<file path="config.mk">
export PLATFORM = sky130hd
export DESIGN_NAME = mux_reg
export DESIGN_NICKNAME = d
export VERILOG_FILES = /design/src/rtl/mux_reg.sv
export SDC_FILE = /design/constraint.sdc
export NUM_CORES = 1
export LEC_CHECK = 0
export BUFFER_PORTS_ARGS = -buffer_cell sky130_fd_sc_hd__buf_2
export CORE_AREA = 2 2 39 41
export CTS_BUF_LIST = sky130_fd_sc_hd__clkbuf_2 sky130_fd_sc_hd__clkbuf_4 sky130_fd_sc_hd__clkbuf_8
export DETAILED_ROUTE_END_ITERATION = 10
export DIE_AREA = 0 0 41 43
export PLACE_DENSITY_LB_ADDON = 0.2
export SLEW_MARGIN = 20
export SYNTH_ARGS = -nofsm -noshare
export SYNTH_HDL_FRONTEND = slang
export SYNTH_SLANG_ARGS = --single-unit
</file>
<file path="constraint.sdc">
create_clock -name clk -period 2.06 [get_ports clk]
set_clock_uncertainty 0.1 [all_clocks]
set_input_delay 0.103 -clock clk [delete_from_list [all_inputs] [get_ports clk]]
set_output_delay 0.103 -clock clk [all_outputs]
set_load 0.01 [all_outputs]
</file>
<file path="src/rtl/mux_reg.sv">
// Registered 2**sel_width-to-1 single-bit multiplexer.
// Captures in[sel] on enabled edges and reports the index and a one-cycle valid flag.
module mux_reg #(
    parameter int unsigned sel_width = 3
) (
    input  logic                    clk,
    input  logic                    rst,
    input  logic                    en,
    input  logic [2**sel_width-1:0] in,
    input  logic [sel_width-1:0]    sel,
    output logic                    out,
    output logic                    out_valid,
    output logic [sel_width-1:0]    sel_q
);

    logic                 r_out;
    logic                 r_valid;
    logic [sel_width-1:0] r_sel;
    logic                 w_bit;

    // Indexed select reads only the addressed bit, so X/Z elsewhere cannot leak in.
    assign w_bit = in[sel];

    always_ff @(posedge clk) begin
        if (rst) begin
            r_out   <= 1'b0;
            r_valid <= 1'b0;
            r_sel   <= '0;
        end else if (en) begin
            r_out   <= w_bit;
            r_valid <= 1'b1;
            r_sel   <= sel;
        end else begin
            r_valid <= 1'b0;
        end
    end

    assign out       = r_out;
    assign out_valid = r_valid;
    assign sel_q     = r_sel;

endmodule

</file>
Word level (Yosys, flattened, before mapping)
Cells that the tools add are included.
Word-level totals
  logic and storage cells: 7
  bits in registers: 5
Cells by class
  mux-type cells: 3
  magnitude comparators: 1
Operators by type and width (number)
  $lt 3x4->1 const B: 1
  $bmux 1 s3: 1
  $mux 1: 2

Logic depth before layout (Yosys ltp)
  word-level depth: 2
  depth in mapped cells: 4
  depth with buffers taken out: 3

Least setup slack after synthesis
No wires, ideal clock.
  path kind: input-to-reg
  start: input port en
  end: register r_out (netlist: out)
  setup time: 77 ps
  data arrival time: 825 ps
  slack: 1058 ps
  required time: 1883 ps
  stages: 4
  cell sequence: buf_2 nand2_1 or3_1 a41oi_2
RTL lines
  from (decl): line 8  | input logic en,
  to (signal assigned): line 30  | r_out <= w_bit;
  to (decl): line 16  | logic r_out;

Final worst setup path
  start: input port sel[0]
  end: register r_out (netlist: out)
Between the ends
  word-level cells in the longest chain between the ends: 2
Ends and longest elaborated chain
  from (decl): line 10  | input logic [sel_width-1:0] sel,
  $bmux 1 s3: line 22  | assign w_bit = in[sel];
  $mux 1 (not written as such): line 22
Every way passes these cells. The select of a mux whose other input is x is not followed.
A chain may end at the register's enable or synchronous reset.

==> results.tsv <==
stage	metric	value	unit
status	outcome	finished clean	
floorplan	initial core utilization	0.1736	
yosys	Synth Warn #	0	
place	placed cell count	55	
worst_hold_path	Hold/Removal Path Class	primary input to register	
layout	nets	59	
pwr	Leak	0.1848	nW
yosys	area leader, netlist	dfxtp_1	
clock_tree	Clk pin slew, worst setup/hold paths	0.04	ns
floorplan	DIE HEIGHT	43	um
sta	RSZ-0062 raised after global routing	false	
pwr	sequential power share	0.378	
clock_tree	Sink Count	5	
sta	Fin. Hold Viols	0	
layout	non-filler cells, final	60	
floorplan	Chip Width	41	um
sta	Worst slew margin	0.9055	
yosys	number of distinct library cells after synthesis	14	
worst_setup_path	Crit-path slowest cell	mux4_2	
yosys	synth cell count leaders	dfxtp_1 (5), mux2i_1 (3), nand2b_1 (2), nor2_1 (2)	
yosys	fraction of registers with async set/reset	0	
yosys	largest family of logic cells by synthesized area	multiplexers	
routing	WL per Instance	11.12	um
worst_setup_path	crit end category	register	
clock_tree	CTS Buffer Depth	2	
global_route	largest net degree at the start of global routing	9	
floorplan	IO Pins	19	
place	placed cell area	345.3	sq um
worst_setup_path	Required @ worst endpoint	2.08	ns
routing	Avg Vias per Cell	4.017	
worst_setup_path	worst path cell trace	buf_2, mux4_2, nand3b_1, a41oi_2	
yosys	synthesized-area fraction occupied by and/or/nand/nor cells	0.2083	
routing	DR DRC count	0	
place	routability cong.	0.5866	
yosys	Synthesized Nets	36	
worst_setup_path	crit start category	primary input	
clock_tree	# H-tree levels	1	
worst_setup_path	CP delay by family, top	multiplexers	
job	number of max-cap violations	0	
clock_tree	root buf cell	clkbuf_4	
yosys	synth top area cells	dfxtp_1 (42%), mux2i_1 (13%), mux4_2 (9.4%), a41oi_2 (6.8%), nand2b_1 (5.2%)	
yosys	Synth Area in XOR/XNOR	0	
yosys	Post-Synthesis Cells	22	
pwr	Sw Share	0.2291	
pwr	Pwr per Cell Area	723.7	nW/um^2
worst_setup_path	Largest stage delay, worst path	0.50	ns
yosys	Primary FF master, synth	dfxtp_1	
worst_setup_path	Arr. time, crit path	0.96	ns
sta	WHS	0.06814	ns
routing	Pre-Repair DR Iteration Count	2	
yosys	mux contribution to synthesized area	0.2656	
global_route	first-pass GRT wire length	903	um
worst_setup_path	Buffers & Inverters on Critical Path	1	
global_route	GRT Util Overall	0.08442	
global_route	initial antenna violation count	0	
pwr	total power	0.0002789	W
yosys	post-synthesis adder-cell area fraction	0	
global_route	grt ovf	0	
yosys	syn avg cell area	10.92	sq um
sta	fin. max-slew vios	0	
yosys	post-synthesis register bit count	5	
pwr	worst vdd ir	174.4	uV
sta	maximum clock rate	1.062	GHz
routing	Detailed Route Iter0 Violations	4	
layout	Ant. Diodes	0	
routing	DR vias	241	
worst_setup_path	CP Max Fanout	4	
clock_tree	Clock Latency Late Sink	0.24	ns
clock_tree	TritonCTS clock tree	done	
clock_tree	# Post-CTS Setup Buffers	0	
sta	Setup Total Neg Slack	0	ns
sta	final-report setup violation count	0	
yosys	Post-synth EDFFs	0	
layout	P&R area growth vs syn	60.42	%
layout	Design Area, Final	385.4	sq um
global_route	vias in the first global route	231	
pwr	Pint	0.0002150	W
floorplan	core footprint	1384	sq um
yosys	sequential fraction of the synthesis area	0.4167	
sta	final worst path period share	0.4572	
layout	share of layout cells above drive strength 1	0.5682	
floorplan	Rows	14	
yosys	most frequent cell after synthesis	dfxtp_1	
yosys	compound-cell area share of the yosys netlist	0.08854	
routing	ANT nets after route	0	
floorplan	die area	1763	sq um
routing	Routed WL	667	um
place	number of I/O port buffers	18	
clock_tree	TritonCTS Buffers	3	
yosys	mapped cell area	240.2	sq um
sta	post-layout minimum cycle time	0.9419	ns
pwr	Clk pwr share	0.460	
worst_setup_path	critical path class	primary input to register	
sta	Worst-Margin Slew	0.1378	ns
pwr	combinational power share	0.163	
yosys	Synth top area share	0.4167	
pwr	P_sw	0.00006389	W
==> per-stage QoR <==
stage | util | setup slack, ns
3_5_place_dp | 0.2495 | 0.8597
4_1_cts | 0.2785 | 1.122
5_1_grt | 0.2785 | 1.084
2_1_floorplan | - | 1.058
3_3_place_gp | 0.2495 | 0.8644
6_report | 0.2785 | 1.118
==> state kept, by name, summed over array words and instances, names as in the netlist <==
register / cells
out: 1
sel_q: 3
out_valid: 1
==> worst min-delay path: cells and delay by family <==
kind	cells	cell delay, ns
buffers and inverters	1	0.11
and+or+nand+nor	1	0.08
AOI/OAI and AO/OA	1	0.06
==> area by class of cell <==
cell class	count	area (sq um)
Timing Repair Buffer	19	100.1
Tap cell	16	20.02
Clock buffer	4	30.03
Sequential cell	5	100.1
Fill cell	155	998.5
Multi-Input combinational cell	16	135.1
==> power groups by stage <==
stage | logic [W] | registers, W | clock network, W
floorplan | 0.0000181 | 0.000110 | 0
global placement | 0.0000445 | 0.000107 | 0
detailed placement | 0.0000442 | 0.000107 | 0
CTS | 0.0000460 | 0.000105 | 0.000136
global route | 0.0000496 | 0.000106 | 0.000141
finish | 0.0000453 | 0.000105 | 0.000128
==> worst paths after layout <==
kind / from / cells past startpoint / slack, ns / endpoint
max: sel[0] / 4 / 1.12 / out
min: sel[2] / 3 / 0.07 / sel_q[2]
max reg2reg: sel_q[0] / 2 / 1.37 / sel_q[0]
min reg2reg: sel_q[2] / 2 / 0.37 / sel_q[2]
==> metal layers <==
metal | up-vias | share of wire | global-route usage
met5 | - | 0 | 0
met4 | 0 | 0 | 0.1000
met3 | 0 | 0.12 | 0.03141
met2 | 13 | 0.45 | 0.1125
met1 | 102 | 0.43 | 0.08710
li1 | 126 | - | -
==> timing repair <==
| action | CTS | global route |
|---|---|---|
| endpoints found under the setup margin | 0 | 0 |
| resized for setup | 0 | 0 |
| hold buffers | 1 | 0 |
| hold endpoints to repair | 5 | 0 |
==> cell families (layout without fill, tap and decap cells) <==
group / after synthesis / in the layout
AND/OR/NAND/NOR: 9 / 9
flip-flops: 5 / 5
AO/OA/AOI/OAI: 2 / 2
multiplexers: 5 / 5
buffers and inverters: 1 / 23
==> cell usage in the layout (no fill, tap or decap), drive strengths merged <==
cell type and instances:
nor2b 1, nor2 2, dfxtp 5, mux2i 3
nand2 1, clkbuf 4, a21oi 1, nand3b 1
mux2 1, mux4 1, a41oi 1, or3 1
buf 18, dlygate4sd3 1, nand2b 2, nand4 1
Note: power is estimated with default switching activity, not from simulation.
